==> src/rtl/calculadora_rpn_pilha_pkg.sv <==
// Shared definitions for the stack-based RPN calculator:
// command codes, ALU op codes, FSM states and op arity.
package calculadora_rpn_pilha_pkg;

    typedef enum logic [1:0] {
        CMD_PUSH  = 2'b00,
        CMD_OP    = 2'b01,
        CMD_POP   = 2'b10,
        CMD_CLEAR = 2'b11
    } cmd_e;

    typedef enum logic [2:0] {
        OP_ADD = 3'b000,
        OP_SUB = 3'b001,
        OP_AND = 3'b010,
        OP_OR  = 3'b011,
        OP_XOR = 3'b100,
        OP_NOT = 3'b101,
        OP_SHL = 3'b110,
        OP_SHR = 3'b111
    } op_e;

    typedef enum logic [1:0] {
        IDLE = 2'b00,
        EXEC = 2'b01,
        WB   = 2'b10
    } state_e;

    // Bit n set means sel_op==n consumes only the top entry (NOT, SHL, SHR).
    localparam logic [7:0] OP_UNARY_MASK = 8'b1110_0000;

    function automatic logic op_is_unary(input logic [2:0] sel);
        return OP_UNARY_MASK[sel];
    endfunction

endpackage

==> src/rtl/calculadora_rpn_pilha_ula.sv <==
// Combinational WIDTH-bit ALU: a is next-on-stack, b is top.
// carry_valid marks the ops that update the carry flag.
module ula_nbits
    import calculadora_rpn_pilha_pkg::*;
#(
    parameter int WIDTH = 8
) (
    input  logic [WIDTH-1:0] a,
    input  logic [WIDTH-1:0] b,
    input  logic [2:0]       sel_op,
    output logic [WIDTH-1:0] result,
    output logic             carry_out,
    output logic             carry_valid
);

    logic [WIDTH:0] sum;
    logic [WIDTH:0] diff;

    assign sum  = {1'b0, a} + {1'b0, b};
    assign diff = {1'b0, a} - {1'b0, b};

    always_comb begin
        result      = '0;
        carry_out   = 1'b0;
        carry_valid = 1'b0;
        case (sel_op)
            OP_ADD: begin
                {carry_out, result} = sum;
                carry_valid         = 1'b1;
            end
            OP_SUB: begin
                // Top bit of the widened difference is the borrow (a < b).
                {carry_out, result} = diff;
                carry_valid         = 1'b1;
            end
            OP_AND: result = a & b;
            OP_OR:  result = a | b;
            OP_XOR: result = a ^ b;
            OP_NOT: result = ~b;
            OP_SHL: begin
                result      = {b[WIDTH-2:0], 1'b0};
                carry_out   = b[WIDTH-1];
                carry_valid = 1'b1;
            end
            OP_SHR: begin
                result      = {1'b0, b[WIDTH-1:1]};
                carry_out   = b[0];
                carry_valid = 1'b1;
            end
            default: result = '0;
        endcase
    end

endmodule

==> src/rtl/calculadora_rpn_pilha.sv <==
// RPN calculator with a DEPTH-entry operand stack and a valid/ready command port.
// PUSH/POP/CLEAR finish in IDLE; OP runs IDLE -> EXEC -> WB -> IDLE.
module calculadora_rpn_pilha
    import calculadora_rpn_pilha_pkg::*;
#(
    parameter int WIDTH = 8,
    parameter int DEPTH = 4
) (
    input  logic                       clk,
    input  logic                       reset,
    input  logic                       cmd_valid,
    output logic                       cmd_ready,
    input  logic [1:0]                 cmd,
    input  logic [WIDTH-1:0]           operand,
    input  logic [2:0]                 sel_op,
    output logic [WIDTH-1:0]           top,
    output logic [$clog2(DEPTH+1)-1:0] depth,
    output logic                       carry,
    output logic                       zero,
    output logic                       err_overflow,
    output logic                       err_underflow
);

    localparam int DW = $clog2(DEPTH + 1);
    localparam int IW = $clog2(DEPTH);
    localparam logic [DW-1:0] D_ONE  = DW'(1);
    localparam logic [DW-1:0] D_TWO  = DW'(2);
    localparam logic [DW-1:0] D_FULL = DW'(DEPTH);

    state_e            state_q, state_d;
    logic [DW-1:0]     depth_q, depth_d;
    logic              carry_q, carry_d;
    logic              err_ov_q, err_ov_d;
    logic              err_uf_q, err_uf_d;
    logic [2:0]        op_q, op_d;
    logic [WIDTH-1:0]  res_q, res_d;
    logic              res_carry_q, res_carry_d;
    logic              res_cv_q, res_cv_d;

    logic [WIDTH-1:0]  stack_q [DEPTH];
    logic              wr_en;
    logic [IW-1:0]     wr_idx;
    logic [WIDTH-1:0]  wr_data;

    logic [IW-1:0]     top_idx, nos_idx;
    logic [WIDTH-1:0]  top_val, nos_val;
    logic [WIDTH-1:0]  alu_result;
    logic              alu_carry, alu_cv;

    assign top_idx = IW'(depth_q - D_ONE);
    assign nos_idx = IW'(depth_q - D_TWO);
    assign top_val = (depth_q != '0)    ? stack_q[top_idx] : '0;
    assign nos_val = (depth_q >= D_TWO) ? stack_q[nos_idx] : '0;

    ula_nbits #(.WIDTH(WIDTH)) u_ula (
        .a           (nos_val),
        .b           (top_val),
        .sel_op      (op_q),
        .result      (alu_result),
        .carry_out   (alu_carry),
        .carry_valid (alu_cv)
    );

    always_comb begin
        state_d     = state_q;
        depth_d     = depth_q;
        carry_d     = carry_q;
        err_ov_d    = err_ov_q;
        err_uf_d    = err_uf_q;
        op_d        = op_q;
        res_d       = res_q;
        res_carry_d = res_carry_q;
        res_cv_d    = res_cv_q;
        wr_en       = 1'b0;
        wr_idx      = top_idx;
        wr_data     = res_q;
        case (state_q)
            IDLE: begin
                if (cmd_valid) begin
                    case (cmd)
                        CMD_PUSH: begin
                            if (depth_q < D_FULL) begin
                                wr_en   = 1'b1;
                                wr_idx  = IW'(depth_q);
                                wr_data = operand;
                                depth_d = depth_q + D_ONE;
                            end else begin
                                err_ov_d = 1'b1;
                            end
                        end
                        CMD_POP: begin
                            if (depth_q != '0) depth_d  = depth_q - D_ONE;
                            else               err_uf_d = 1'b1;
                        end
                        CMD_CLEAR: begin
                            depth_d  = '0;
                            carry_d  = 1'b0;
                            err_ov_d = 1'b0;
                            err_uf_d = 1'b0;
                        end
                        default: begin // CMD_OP
                            if (op_is_unary(sel_op) ? (depth_q >= D_ONE) : (depth_q >= D_TWO)) begin
                                op_d    = sel_op;
                                state_d = EXEC;
                            end else begin
                                err_uf_d = 1'b1;
                            end
                        end
                    endcase
                end
            end
            EXEC: begin
                res_d       = alu_result;
                res_carry_d = alu_carry;
                res_cv_d    = alu_cv;
                state_d     = WB;
            end
            WB: begin
                // Binary ops land in the NOS slot and drop the old top.
                wr_en = 1'b1;
                if (!op_is_unary(op_q)) begin
                    wr_idx  = nos_idx;
                    depth_d = depth_q - D_ONE;
                end
                if (res_cv_q) carry_d = res_carry_q;
                state_d = IDLE;
            end
            default: state_d = IDLE;
        endcase
    end

    always_ff @(posedge clk) begin
        if (reset) begin
            state_q     <= IDLE;
            depth_q     <= '0;
            carry_q     <= 1'b0;
            err_ov_q    <= 1'b0;
            err_uf_q    <= 1'b0;
            op_q        <= '0;
            res_q       <= '0;
            res_carry_q <= 1'b0;
            res_cv_q    <= 1'b0;
        end else begin
            state_q     <= state_d;
            depth_q     <= depth_d;
            carry_q     <= carry_d;
            err_ov_q    <= err_ov_d;
            err_uf_q    <= err_uf_d;
            op_q        <= op_d;
            res_q       <= res_d;
            res_carry_q <= res_carry_d;
            res_cv_q    <= res_cv_d;
        end
    end

    genvar gi;
    generate
        for (gi = 0; gi < DEPTH; gi++) begin : g_entry
            always_ff @(posedge clk) begin
                if (reset)                               stack_q[gi] <= '0;
                else if (wr_en && (wr_idx == IW'(gi)))   stack_q[gi] <= wr_data;
            end
        end
    endgenerate

    assign cmd_ready     = (state_q == IDLE);
    assign top           = top_val;
    assign depth         = depth_q;
    assign carry         = carry_q;
    assign zero          = (depth_q != '0) && (top_val == '0);
    assign err_overflow  = err_ov_q;
    assign err_underflow = err_uf_q;

endmodule

==> config.mk <==
export PLATFORM = sky130hd
export DESIGN_NAME = calculadora_rpn_pilha
export DESIGN_NICKNAME = d
export VERILOG_FILES = /design/src/rtl/calculadora_rpn_pilha_pkg.sv /design/src/rtl/calculadora_rpn_pilha_ula.sv /design/src/rtl/calculadora_rpn_pilha.sv
export SDC_FILE = /design/constraint.sdc
export NUM_CORES = 1
export LEC_CHECK = 0
export ABC_AREA = 1
export CAP_MARGIN = 20
export CORE_ASPECT_RATIO = 1.25
export CORE_MARGIN = 2
export CORE_UTILIZATION = 35
export DETAILED_ROUTE_END_ITERATION = 8
export PLACE_DENSITY_LB_ADDON = 0.2
export SYNTH_ARGS = -nofsm -noshare
export SYNTH_HDL_FRONTEND = slang
export SYNTH_SLANG_ARGS = --single-unit
==> constraint.sdc <==
create_clock -name clk -period 8.6 [get_ports clk]
set_input_delay 0.86 -clock clk [delete_from_list [all_inputs] [get_ports clk]]
set_output_delay 0.86 -clock clk [all_outputs]
set_load 0.01 [all_outputs]
== Word-level counts from Yosys, hierarchy flattened ==
Memory sizes are Yosys's and may differ from the RTL's. A register that Yosys moved wholly into a read port is not among the register bits.
Index checks and enable logic that the tools add are counted.

* Divide/modulo/power cells: 0
* Add/subtract/negate cells: 5
* $lt $le $gt $ge: 5
* Reductions and logical operators: 21
* Shift operators: 0
* Bitwise logic cells: 10
* Multiplexer cells: 60
* Equal/unequal tests: 26
* $mul: 0

{| class="wikitable"
|+ Operators with widths
! cell !! count
|-
| two-way mux 8 bit || 10
|-
| one-hot mux 8 bit (8 select lines) || 1
|-
| two-way mux 1 bit || 27
|-
| two-way mux 3 bit || 6
|-
| two-way mux 2 bit || 7
|-
| equality test 3 bit, second input constant || 4
|-
| != test 2 bit, second input constant || 6
|-
| AND reduction 4 bit || 3
|-
| equality test 2 bit, second input constant || 5
|-
| adder 8 x 8 -> 9 bit || 1
|-
| one-hot mux 3 bit (3 select lines) || 1
|-
| subtractor 8 x 8 -> 9 bit || 1
|-
| AND 8 bit || 1
|-
| logical NOT 8 bit || 1
|-
| less-than comparator 3 x 4 -> 1 bit, second input constant || 2
|-
| NOT 8 bit || 1
|-
| OR 8 bit || 1
|-
| one-hot mux 2 bit (2 select lines) || 2
|-
| XOR 8 bit || 1
|-
| equality test 3 x 2 -> 1 bit, second input constant || 2
|-
| logical NOT 2 bit || 3
|-
| != test 3 bit, second input constant || 2
|-
| one-hot mux 1 bit (2 select lines) || 3
|-
| one-hot mux 3 bit (2 select lines) || 1
|-
| other kinds (24) || 35
|}

* Latch bits: 0
* Memories: 3
* Bits in writable memories: 32
* Word-level logic and storage cells: 139
* Flip-flop bits (word level): 21
* Input port bits: 16
* Output and inout bits: 16
* Bits in read-only memories: 16

{| class="wikitable"
|+ Memories
! memory !! depth !! bits a word !! read ports !! clocked after Yosys merged registers in !! wr ports !! RTL line !! source
|-
| stack_q || 4 || 8 || 2 || 0 || 4 || calculadora_rpn_pilha.sv:40 || <nowiki>logic [WIDTH-1:0] stack_q [DEPTH];</nowiki>
|-
| (name not given) || 8 || 1 || 1 || 1 || 0 || calculadora_rpn_pilha_pkg.sv:33 || <nowiki>return OP_UNARY_MASK[sel];</nowiki>
|-
| (name not given) || 8 || 1 || 1 || 0 || 0 || calculadora_rpn_pilha_pkg.sv:33 ||
|}

== Logic depth before layout (Yosys ltp) ==
* Word-level depth: 11
* Depth in mapped cells: 22
* Mapped depth without buffers: 19

== Modules after synthesis ==
From an unflattened synthesis, not the netlist that was laid out.

* Cell total of the unflattened synthesis: 626
* Area, all modules: 4458.0 um2

{| class="wikitable"
|+ Modules (own cells, without submodules)
! module !! cells an instance !! times used !! area an instance (um2)
|-
| calculadora_rpn_pilha || 379 || 1 || 3065.4
|-
| ula_nbits || 247 || 1 || 1392.6
|}

== Worst setup path after synthesis ==
No wires, ideal clock.

* Kind: register -> register
* Start point: register depth_q[0] (netlist: depth[0])
* End point: register res_q[4]
* Data required time: 8.491 ns
* Slack: 5.420 ns
* Buffers on the path: 4
* Arrival: 3.071 ns
* Cell stages (with the launch flop): 22
* Path through: dfxtp_1 -> buf_4 -> inv_4 -> buf_4 -> buf_2 -> ha_1 -> buf_2 -> nand3_1 -> nand2_1 -> nand2_1 -> inv_1 -> ha_1 -> inv_1 -> fa_1 -> inv_1 -> nand2_1 -> nand2_1 -> a21oi_1 -> a21oi_1 -> nand3_1 -> nand2_1 -> inv_1

* Longest elaborated chain between the ends: 5
* Elaborated cells on any way between the ends: 14
* Classes of those cells: 4 x add/sub; 1 x order compare; 3 x mux; 4 x bitwise; 1 x reduce/logical; 1 x memory

{| class="wikitable"
|+ RTL lines
! what !! RTL line !! source
|-
| start: declaration || calculadora_rpn_pilha.sv:31 || <nowiki>logic [DW-1:0] depth_q, depth_d;</nowiki>
|-
| start signal: assignment || calculadora_rpn_pilha.sv:145 || <nowiki>depth_q <= depth_d;</nowiki>
|-
| subtractor 3 x 1 -> 3 bit || -- ||
|-
| memory read (4 x 8 bit) || -- ||
|-
| two-way mux 8 bit (*) || calculadora_rpn_pilha.sv:52 || <nowiki>assign top_val = (depth_q != '0) ? stack_q[top_idx] : '0;</nowiki>
|-
| named net top[0] || calculadora_rpn_pilha.sv:16 || <nowiki>output logic [WIDTH-1:0] top,</nowiki>
|-
| subtractor 8 x 8 -> 9 bit / adder 8 x 8 -> 9 bit (equally long branches) || calculadora_rpn_pilha_ula.sv:20, calculadora_rpn_pilha_ula.sv:19 ||
|-
| one-hot mux 8 bit (8 select lines) (*) || calculadora_rpn_pilha_ula.sv:26 || <nowiki>case (sel_op)</nowiki>
|-
| end signal: assignment || calculadora_rpn_pilha.sv:150 || <nowiki>res_q <= res_d;</nowiki>
|-
| end: declaration || calculadora_rpn_pilha.sv:36 || <nowiki>logic [WIDTH-1:0] res_q, res_d;</nowiki>
|}

The timed path passes the listed nets; every way through them passes the cells marked *.
A chain may end at the register's enable or synchronous reset.

== Worst setup path after layout ==
* Start point: register depth_q[1] (netlist: depth[1])
* End point: output zero

* Longest elaborated chain between the ends: 5
* Elaborated cells on any way between the ends: 6
* Classes of those cells: 1 x add/sub; 1 x mux; 3 x reduce/logical; 1 x memory

{| class="wikitable"
|+ RTL lines
! what !! RTL line !! source
|-
| subtractor 3 x 1 -> 3 bit || -- ||
|-
| memory read (4 x 8 bit) || -- ||
|-
| two-way mux 8 bit || calculadora_rpn_pilha.sv:52 ||
|-
| logical NOT 8 bit || calculadora_rpn_pilha.sv:170 || <nowiki>assign zero = (depth_q != '0) && (top_val == '0);</nowiki>
|-
| logical AND 1 bit (*) || calculadora_rpn_pilha.sv:170 ||
|-
| end: declaration || calculadora_rpn_pilha.sv:19 || <nowiki>output logic zero,</nowiki>
|}

Mark *: on every way between the ends. The rest lies on a longest branch, timed or not.

==> summary.md <==
| Metric | Value |
|---|---|
| CTS Sinks | `54` |
| Syn_nets | `718` |
| First-pass GRT wire length | `21,000 µm` |
| Number of global-route vias before repair | `4,141` |
| Final #Nets | `734` |
| Sequential Power Share | `0.366` |
| Final setup margin | `4150 ps` |
| Max clock buf depth | `2` |
| Synth async-reset ratio | `0` |
| Max FO, Critical Path | `14` |
| CP Buf/Inv Count | `3` |
| Synth top cells by count | `nand2_1 (166), inv_1 (95), nor2_1 (90)` |
| P_int | `495 µW` |
| Crit path largest cell delay | `640 ps` |
| Dpl ws | `4420 ps` |
| Synthesized flop and latch total | `54` |
| Synth Flop Type | `edfxtp_1` |
| Leading area contributor after synthesis | `edfxtp_1` |
| Wire length per cell | `15.0 µm` |
| Row count | `46` |
| GRT Total Usage | `0.190` |
| Setup repair bufs after CTS | `0` |
| Worst reg2reg path startpoint | `depth[1]` |
| Peak VDD IR | `79.3 µV` |
| Fin. max-slew vios | `0` |
| Synth warn | `0` |
| Setup repair after global routing missed its margin | `false` |
| Sequential fraction of the synthesis area | `0.308` |
| Detailed placement HPWL | `10,400 µm` |
| PD cells | `158 nW/µm²` |
| IO Port Bufs | `31` |
| Largest net degree at the start of global routing | `40` |
| Crit path launch | `depth[1]` |
| Initial Utilization | `0.359` |
| Die area | `13,900 µm²` |
| Ports | `32` |
| Synthesized netlist cell count | `671` |
| Hold Crit Class | `flop to flop` |
| Critical Path Source Type | `flop` |
| Cell family with most CP delay | `buffers and inverters` |
| Area Growth Syn to Fin | `12.1%` |
| Clock skew | `7.41 ps` |
| Hold Path Origin | `res_q[1]` |
| Actual slew at the worst max-slew pin | `916 ps` |
| CTS resizes | `0` |
| Setup total negative slack | `0 ps` |
| DR pass1 iterations | `5` |
| CP required | `7740 ps` |
| Die Y | `131 µm` |
| CTS tree | `built` |
| Finished Layout Cells | `856` |
| CP Capture Type | `output port` |
| Core area | `12,700 µm²` |
| Fin crit share | `0.518` |
| Max-Cap Viols | `0` |
| Final Setup Violations | `0` |
| Ant. Diodes | `0` |
| Switching share of power | `0.383` |
| Clk_lat worst skew | `300 ps` |
| Routability congestion estimate from global placement | `0.896` |
| Worst slew margin | `0.387` |
| Main area contributors after synthesis | `edfxtp_1 (21%), nand2_1 (14%), dfxtp_1 (9.7%)` |
| Leakage power | `0.00232 µW` |
| Mapped cell area | `4550 µm²` |
| Critical path's slowest cell | `dfxtp_1` |
| Vias per inst | `4.91` |
| CTS clk-pin slew, worst paths | `70 ps` |
| Num CTS Buffers | `5` |
| F_max | `0.225 GHz` |
| DRC Markers | `0` |
| WL final | `12,800 µm` |
| Initial antenna violation count | `0` |
| Top cell type's share of synthesized area | `0.211` |
| Syn Area/Cell | `6.78 µm²` |
| Post-layout min period | `4450 ps` |
| Combinational Power Share | `0.364` |
| ANT nets after route | `0` |
| CTS root buffer | `clkbuf_16` |
| Post-synth cell types | `40` |
| Cell chain of the critical path | `inv_2, ha_1, inv_1, nand3_1, nand2_1, nand2_1, nand4_1, nor3b_1, clkdlybuf4s50_1` |
| Final hold vios | `0` |
| Placed Cells | `848` |
| Max H-tree Level | `2` |
| Clock network fraction of design power | `0.270` |
| Post-CTS Hold Buffers | `0` |
| CP most frequent cell | `nand2_1` |
| Vias | `4,203` |
| Arr. time, crit path | `3590 ps` |
| Post-synth EDFFs | `32` |
| Drt first-iter violations | `217` |
| Crit path kind | `flop to output port` |
| Status | `finished clean` |
| Layout cells sized above 1 | `0.0625` |
| Die W | `106 µm` |
| Grt ovf | `0` |
| Total power | `803 µW` |
| Most numerous cell in the Yosys netlist | `nand2_1` |
| P_sw | `308 µW` |
[final timing paths]
check        cells past startpoint  slack (ps)  endpoint
min reg2reg                      2         470  res_q[1]
max                              9        4150      zero
min                              2         470  res_q[1]
max reg2reg                     18        4860  res_q[4]
[worst min-delay path, cell delays in order, from the launching register on]
cell and delay, ps:
dfxtp_1 310, nand2_1 60, a21oi_1 60
[logic make-up after synthesis]
logic type,share of synthesized area
AND/OR/NAND/NOR,0.344
buffers and inverters,0.115
AO/OA/AOI/OAI,0.123
flip-flops,0.308
adder cells (fa/ha/maj),0.0886
multiplexers,0.0132
XOR/XNOR,0.00771
[sequential cells by signal (all words and copies together), names as in the netlist, named ones only]
register / count
res_q: 8
err_overflow: 1
stack_q: 32
res_carry_q: 1
depth: 3
state_q: 2
carry: 1
op_q: 3
err_underflow: 1
res_cv_q: 1
[per-stage QoR]
stage	hold slack (ps)	area (µm²)	utilization
floorplan	445	4550	-
global placement	456	4940	0.390
detailed placement	463	4940	0.390
CTS	478	5090	0.402
global route	509	5090	0.402
finish	473	5090	0.402
[placed cells by master (no fill, tap or decap), types with 11 or more instances in the layout]
master           instances
ha_1                    29
o21ai_1                 11
a21oi_1                 44
inv_1                   95
nand2_1                166
dfxtp_1                 22
edfxtp_1                32
nor2_1                  90
nand3_1                 56
clkdlybuf4s50_1         31
o21ai_0                 30
[power by group through the flow]
stage | Sequential [µW] | Combinational (µW) | Clock (µW)
floorplan | 296 | 216 | 0
global placement | 300 | 289 | 0
detailed placement | 300 | 292 | 0
CTS | 294 | 293 | 222
global route | 296 | 332 | 228
finish | 294 | 292 | 217
[area by class of cell]
type / instances / area [µm²]
Clock inverter: 3 / 26.3
Fill cell: 1350 / 7570
Multi-Input combinational cell: 490 / 2620
Tap cell: 168 / 210
Sequential cell: 54 / 1400
Timing Repair Buffer: 32 / 318
Inverter: 104 / 393
Clock buffer: 5 / 125
[layer usage]
layer  track usage  share of wire  vias up
met5             0              0        -
met1         0.231           0.45     1936
met4        0.0694          0.026        0
met3        0.0198          0.020       23
met2         0.344           0.51       57
li1              -              -     2187
(Power assumes the default switching activity.)
